[src/rtl/alu_issue.sv]
// RV32I decode-and-issue stage feeding the ALU: decodes OP/OP-IMM/LUI/AUIPC into
// an ALU op plus A/B operands behind a valid/ready register. RVCPU_ISSUE_SKID_EN adds a skid entry.
package rvcpu;
  // alu_add is encoding 0 so an all-zero packet is the reset packet.
  typedef enum logic [3:0] {
    alu_add = 4'd0, alu_sub, alu_sll, alu_slt, alu_xor, alu_srl, alu_sra, alu_or, alu_and
  } alu_op_t;
endpackage

module alu_issue #(
  parameter int Width = 32
) (
  input  logic                 clk,
  input  logic                 rst_n,
  input  logic                 in_valid,
  output logic                 in_ready,
  input  logic [31:0]          in_instr,
  input  logic [Width-1:0]     in_pc,
  input  logic [Width-1:0]     in_rs1_val,
  input  logic [Width-1:0]     in_rs2_val,
  output logic                 out_valid,
  input  logic                 out_ready,
  output rvcpu::alu_op_t       out_op,
  output logic [Width-1:0]     out_a,
  output logic [Width-1:0]     out_b,
  output logic                 out_cmp_unsigned,
  output logic [4:0]           out_rd,
  output logic                 out_rd_we,
  output logic                 out_illegal
);
  localparam logic [6:0] OPC_OP    = 7'b0110011;
  localparam logic [6:0] OPC_OPIMM = 7'b0010011;
  localparam logic [6:0] OPC_LUI   = 7'b0110111;
  localparam logic [6:0] OPC_AUIPC = 7'b0010111;
  localparam logic [6:0] F7_ALT    = 7'b0100000;

  typedef struct packed {
    rvcpu::alu_op_t   op;
    logic [Width-1:0] a;
    logic [Width-1:0] b;
    logic             cmp_u;
    logic [4:0]       rd;
    logic             rd_we;
    logic             illegal;
  } pkt_t;

  function automatic rvcpu::alu_op_t f3_op(input logic [2:0] f3);
    case (f3)
      3'd0:    return rvcpu::alu_add;
      3'd1:    return rvcpu::alu_sll;
      3'd2,
      3'd3:    return rvcpu::alu_slt;
      3'd4:    return rvcpu::alu_xor;
      3'd5:    return rvcpu::alu_srl;
      3'd6:    return rvcpu::alu_or;
      default: return rvcpu::alu_and;
    endcase
  endfunction

  logic [6:0] opc, f7;
  logic [2:0] f3;
  logic       ill;
  pkt_t       dec;

  assign opc = in_instr[6:0];
  assign f3  = in_instr[14:12];
  assign f7  = in_instr[31:25];

  always_comb begin
    dec   = '0;
    ill   = 1'b0;
    case (opc)
      OPC_OP: begin
        dec.a     = in_rs1_val;
        dec.b     = in_rs2_val;
        dec.op    = f3_op(f3);
        dec.cmp_u = (f3 == 3'd3);
        if (f7 == F7_ALT) begin
          if (f3 == 3'd0)      dec.op = rvcpu::alu_sub;
          else if (f3 == 3'd5) dec.op = rvcpu::alu_sra;
          else                 ill    = 1'b1;
        end else if (f7 != 7'd0) begin
          ill = 1'b1;
        end
      end
      OPC_OPIMM: begin
        dec.a     = in_rs1_val;
        dec.b     = Width'($signed(in_instr[31:20]));
        dec.op    = f3_op(f3);
        dec.cmp_u = (f3 == 3'd3);
        // Shift immediates carry funct7 in the upper bits; only shamt is the operand.
        if (f3 == 3'd1) begin
          dec.b = Width'(in_instr[24:20]);
          ill   = (f7 != 7'd0);
        end else if (f3 == 3'd5) begin
          dec.b = Width'(in_instr[24:20]);
          if (f7 == F7_ALT)      dec.op = rvcpu::alu_sra;
          else if (f7 != 7'd0)   ill    = 1'b1;
        end
      end
      OPC_LUI: begin
        dec.b = Width'($signed({in_instr[31:12], 12'b0}));
      end
      OPC_AUIPC: begin
        dec.a = in_pc;
        dec.b = Width'($signed({in_instr[31:12], 12'b0}));
      end
      default: ill = 1'b1;
    endcase
    if (ill) begin
      dec.op    = rvcpu::alu_add;
      dec.a     = '0;
      dec.b     = '0;
      dec.cmp_u = 1'b0;
    end
    dec.illegal = ill;
    dec.rd      = in_instr[11:7];
    dec.rd_we   = (in_instr[11:7] != 5'd0) && !ill;
  end

  pkt_t main_q;
  logic main_v;

`ifdef RVCPU_ISSUE_SKID_EN
  pkt_t skid_q;
  logic skid_v, rdy_q;

  // Skid only fills when main is stalled; it always drains ahead of new input.
  always_ff @(posedge clk or negedge rst_n) begin
    if (!rst_n) begin
      main_q <= '0;
      main_v <= 1'b0;
      skid_q <= '0;
      skid_v <= 1'b0;
      rdy_q  <= 1'b1;
    end else if (skid_v) begin
      if (out_ready) begin
        main_q <= skid_q;
        skid_v <= 1'b0;
        rdy_q  <= 1'b1;
      end
    end else if (in_valid && rdy_q) begin
      if (!main_v || out_ready) begin
        main_q <= dec;
        main_v <= 1'b1;
      end else begin
        skid_q <= dec;
        skid_v <= 1'b1;
        rdy_q  <= 1'b0;
      end
    end else if (out_ready) begin
      main_v <= 1'b0;
    end
  end

  assign in_ready = rdy_q;
`else
  always_ff @(posedge clk or negedge rst_n) begin
    if (!rst_n) begin
      main_q <= '0;
      main_v <= 1'b0;
    end else if (in_valid && in_ready) begin
      main_q <= dec;
      main_v <= 1'b1;
    end else if (out_ready) begin
      main_v <= 1'b0;
    end
  end

  assign in_ready = !main_v || out_ready;
`endif

  assign out_valid        = main_v;
  assign out_op           = main_q.op;
  assign out_a            = main_q.a;
  assign out_b            = main_q.b;
  assign out_cmp_unsigned = main_q.cmp_u;
  assign out_rd           = main_q.rd;
  assign out_rd_we        = main_q.rd_we;
  assign out_illegal      = main_q.illegal;
endmodule

[config.mk]
export PLATFORM = sky130hd
export DESIGN_NAME = alu_issue
export DESIGN_NICKNAME = d
export VERILOG_FILES = /design/src/rtl/alu_issue.sv
export SDC_FILE = /design/constraint.sdc
export NUM_CORES = 1
export LEC_CHECK = 0
export BUFFER_PORTS_ARGS = -buffer_cell sky130_fd_sc_hd__buf_2
export CAP_MARGIN = 20
export CORE_UTILIZATION = 48
export CTS_BUF_LIST = sky130_fd_sc_hd__clkbuf_16
export CTS_CLUSTER_DIAMETER = 30
export CTS_CLUSTER_SIZE = 14
export DETAILED_ROUTE_END_ITERATION = 7
export PLACE_DENSITY_LB_ADDON = 0.08
export SLEW_MARGIN = 5
export SYNTH_ARGS = -nofsm -noshare
export SYNTH_HDL_FRONTEND = slang
export SYNTH_SLANG_ARGS = --single-unit
[constraint.sdc]
create_clock -name clk -period 5.5 [get_ports clk]
set_clock_uncertainty 0.15 [all_clocks]
set_input_delay 1.65 -clock clk [delete_from_list [all_inputs] [get_ports clk]]
set_output_delay 1.65 -clock clk [all_outputs]
set_load 0.01 [all_outputs]
### After elaboration in Yosys (flattened, before gate mapping)

Index checks and enable logic that the tools add are counted.

| operators by class | value |
|---|---|
| equal/unequal tests | 11 |
| mux-type cells | 24 |
| reductions and logical operators | 12 |

Operators with widths:

| operator | count |
|---|---|
| 32-bit one-hot mux with 3 select lines | 1 |
| 69-bit two-way mux | 1 |
| 32-bit two-way mux | 2 |
| 32-bit one-hot mux with 2 select lines | 1 |
| 4-bit two-way mux | 6 |
| 4-bit one-hot mux with 6 select lines | 1 |
| 7-bit by 6-bit == test with 1-bit output (second input constant) | 3 |
| 7-bit by 5-bit == test with 1-bit output (second input constant) | 2 |
| 1-bit two-way mux | 10 |
| 3-bit == test (second input constant) | 3 |
| 4-bit one-hot mux with 2 select lines | 1 |
| 7-bit nonzero test | 1 |
| 3-bit by 2-bit == test with 1-bit output (second input constant) | 2 |
| 2-bit OR reduction | 3 |
| 5-bit nonzero test | 1 |
| 3-bit by 1-bit == test with 1-bit output (second input constant) | 1 |
| 3-bit zero test | 1 |
| 1-bit one-hot mux with 3 select lines | 1 |
| 1-bit logical AND | 2 |
| 1-bit zero test | 2 |
| 2-bit nonzero test | 1 |
| 1-bit logical OR | 1 |

| word-level totals | value |
|---|---|
| word-level logic and storage cells | 55 |
| flip-flop bits (word level) | 77 |
| input bits | 132 |
| output and inout bits | 78 |

### Longest topological paths before layout

| logic depth | value |
|---|---|
| depth after elaboration | 8 |
| depth in mapped cells | 8 |
| mapped depth without buffers | 5 |

### Worst setup path after synthesis

OpenSTA, ideal clock, no wires.

| timing | value |
|---|---|
| kind | in2out |
| start point | input port out_ready |
| end point | output port in_ready |
| path buffers | 0 |
| arrival | 1.833 ns |
| slack | 1.867 ns |
| stages on the path | 1 |
| data required time | 3.700 ns |
| cell sequence | nand2b_1 |

| between the ends | value |
|---|---|
| cells in the longest elaborated chain, start to end | 1 |

Ends and longest elaborated chain:

| what | RTL line | text |
|---|---|---|
| start: declaration | 22 | `input logic out_ready,` |
| 1-bit logical OR | 170 | `assign in_ready = !main_v \|\| out_ready;` |
| end: declaration | 16 | `output logic in_ready,` |

Every way passes these cells.

### Final worst setup path

Ends and elaborated chain as after synthesis.

==> flow_summary_export.csv <==
group,metric,value,unit
clock_tree,ctsRootBufferMaster,"clkbuf_16",
layout,multi_input_area,1650,um2
worst_hold_path,hold_class,"flip-flop to flip-flop",
yosys,synthCells,380,
yosys,synth-compound-area-share,28.1,%
routing,viasPerCell,5.50,
setup_path,critPathMaxFanout,3,
power,p_total,0.00136,W
timing,worst_pin_slew,1.02,ns
yosys,synth_edf_count,0,
yosys,synthAdderAreaFrac,0,%
job,max_cap_violations,0,
die,num_rows,31,
global_route,antenna_found_initial,0,
routing,drt_iter0_drc,206,
clock_tree,post_cts_buffers,0,
power,total_leakage_power,2.68,nW
clock_tree,cts_made_buffers,9,
timing,fmaxAchievable,0.256,GHz
clock_tree,cts_tree,"yes",
die,dieArea,8140,um2
setup_path,path_delay_family,"buffers and inverters",
yosys,synth_top_family_by_area,"compound AO/OA/AOI/OAI gates",
power,switching_power,0.000323,W
yosys,async_flop_share,100,%
worst_hold_path,whs_path_depth,2,
global_route,grt_pass1_wl,17200,um
setup_path,cp_num_buf_inv,2,
layout,design_area,5090,um2
timing,setup_viol,0,
setup_path,critPathSlowestCell,"nand2b_1",
setup_path,critPathKind,"input port to output port",
clock_tree,cts_sinks,77,
timing,hold_viol,0,
place,place.gp.congestion,0.794,
layout,antennaDiodeCount,0,
setup_path,arrival,2.11,ns
timing,slew_viol_final,0,
global_route,grt_pass1_vias,3405,
clock_tree,clock_latency,0.32,ns
layout,area_delta_synth_final,36.3,%
place,placed_cells,652,
setup_path,crit_path_frequent_cell,"buf_2",
power,power_frac_seq,42.8,%
setup_path,cp-start-kind,"input port",
setup_path,r2r_cells,5,
layout,finalNonFillerCells,668,
yosys,synth.avg_cell_area,9.84,um2
die,io_pins,210,
die,die_y,90.2,um
yosys,synth-seq-area-share,51.6,%
layout,fillers,633,
timing,fin_crit_sh,71.1,%
routing,drc_errors,0,
global_route,grt_start_max_net_pins,86,
yosys,synth_cell_types,33,
yosys,synth_fp_nets,512,
setup_path,cp.depth,3,
routing,drt-pass1-iter-count,4,
yosys,synth_ff_type,"dfrtp_1",
routing,num_vias,3676,
timing,slew_headroom,31.6,%
yosys,synthSimpleGateAreaFrac,12.2,%
clock_tree,clk_path_buf_depth,2,
layout,drive_gt1_share,43.4,%
yosys,synth_warnings,0,
global_route,grt_usage,26.4,%
power,peakVddDrop,0.192,mV
global_route,overflow,0,
yosys,synth_xor_xnor_area_share,0.234,%
power,switching_share,23.7,%
routing,ant_nets,0,
timing,worst_slack,1.59,ns
power,power_density,268,nW/um2
place,place_ws,1.24,ns
power,intPower,0.00104,W
power,pwr-share-comb,12.9,%
setup_path,critPathMaxStageDelay,0.20,ns
place,place_area,4790,um2
die,core_area,7410,um2
setup_path,required,3.70,ns
layout,seq_area,1930,um2
clock_tree,htreeDepth,3,
timing,tns,0,ns
timing,rsz0062_at_grt,"no",
place,dp_hpwl,7320,um
yosys,syn_area,3740,um2
yosys,synth-seq-cells,77,
timing,layout_min_cycle_time,3.91,ns
die,die_w,90.2,um
setup_path,setup.worst_path.end_class,"output port",
clock_tree,clk_pin_slew_worst_paths,0.05,ns
layout,fin_nets,696,
clock_tree,post_cts_resized,0,
run_status,outcome,"finished, final reports clean",
yosys,synth.area.mux_share,3.31,%
place,io_buffers,209,
routing,wirelength,10700,um
clock_tree,postCtsHoldBufs,0,
power,clkPwrFrac,44.4,%
setup_path,path_cells,"buf_2 > nand2b_1 > buf_2",
routing,avgRoutedWirePerCell,16.0,um
die,initial_core_util,50.4,%
[through the flow]
step / utilization, % / hold slack [ns]
2_1_floorplan: - / 0.361
4_1_cts: 68.8 / 0.323
3_5_place_dp: 64.6 / 0.309
6_report: 68.8 / 0.318
3_3_place_gp: 64.6 / 0.302
5_1_grt: 68.8 / 0.343
[area by class of cell]
cell class                 count  area share, %
sequential                    77           37.8
multi-input combinational    261           32.5
timing repair buffer         212           21.0
clock buffer                   9           4.42
tap                           99           2.43
clock inverter                 7           1.60
inverter                       3          0.221
[cell families (layout without fill, tap and decap cells)]
kind of cell | after synthesis | count (layout)
buffers and inverters | 42 | 231
and+or+nand+nor | 109 | 109
xor gates and xnor gates | 1 | 1
AOI/OAI and AO/OA | 140 | 140
muxes | 11 | 11
DFF | 77 | 77
[per-layer routing]
metal | track usage [%] | part of all wire (%)
met5 | 0 | 0
met4 | 9.81 | 1.0
met3 | 4.06 | 4.9
met2 | 44.2 | 51
met1 | 34.8 | 43
[synthesized netlist by cell type (2+ instances only)]
cell      number  share of area [%]
nor2_1        24                2.4
nand2b_1       3               0.50
o41ai_2        4                1.7
a22oi_1       33                6.6
o41ai_1       16                3.7
dfrtp_1       77                 52
a21oi_1       21                2.8
o21ai_0       11                1.5
or4_1          2               0.40
clkbuf_1      31                3.1
o31ai_1       34                6.8
inv_1          3               0.30
nor2b_1        2               0.33
nand2_1       72                7.2
buf_2          6               0.80
a22o_1        14                3.3
mux2_2        11                3.3
[worst register-to-register path, cell delays in order, from the launching register on]
cell and delay (ns):
dfrtp_1 0.37, nand2b_1 0.16, nand2_4 0.30, or3_1 0.44
nor3_2 0.78, a32o_1 0.28
[cells in the final DEF (no fill, tap or decap), types with 9 or more instances in the layout]
| cell | instances |
|---|---|
| buf_2 | 208 |
| mux2_2 | 11 |
| nand2_1 | 71 |
| a22o_1 | 14 |
| o31ai_1 | 34 |
| nor2_1 | 23 |
| o21ai_0 | 11 |
| a21oi_1 | 21 |
| a22oi_1 | 33 |
| clkbuf_16 | 9 |
| o41ai_1 | 16 |
| dfrtp_1 | 77 |
[path summary, 6_finish.rpt]
check / startpoint / endpoint / slack (ns)
max in group asynchronous: rst_n / out_b[28]$_DFFE_PN0P_ / 3.24
min in group asynchronous: rst_n / out_a[25]$_DFFE_PN0P_ / 1.32
max: out_ready / in_ready / 1.59
min: out_a[2]$_DFFE_PN0P_ / out_a[2]$_DFFE_PN0P_ / 0.32
min reg2reg: out_a[2]$_DFFE_PN0P_ / out_a[2]$_DFFE_PN0P_ / 0.32
max reg2reg: out_valid$_DFFE_PN0P_ / out_op[2]$_DFFE_PN0P_ / 2.96
[registers in the layout (all words and copies together) (netlist names)]
signal,flops
out_valid,1
out_rd,5
out_a,32
out_illegal,1
out_rd_we,1
out_b,32
out_op,4
out_cmp_unsigned,1
[power groups by stage]
stage | Clock [W] | Sequential, W | Combinational [W]
floorplan | 0 | 0.000598 | 0.0000805
global placement | 0 | 0.000592 | 0.000172
detailed placement | 0 | 0.000593 | 0.000175
CTS | 0.000616 | 0.000583 | 0.000176
global route | 0.000642 | 0.000583 | 0.000195
finish | 0.000605 | 0.000583 | 0.000175
Power figures use the tool's default switching activity.
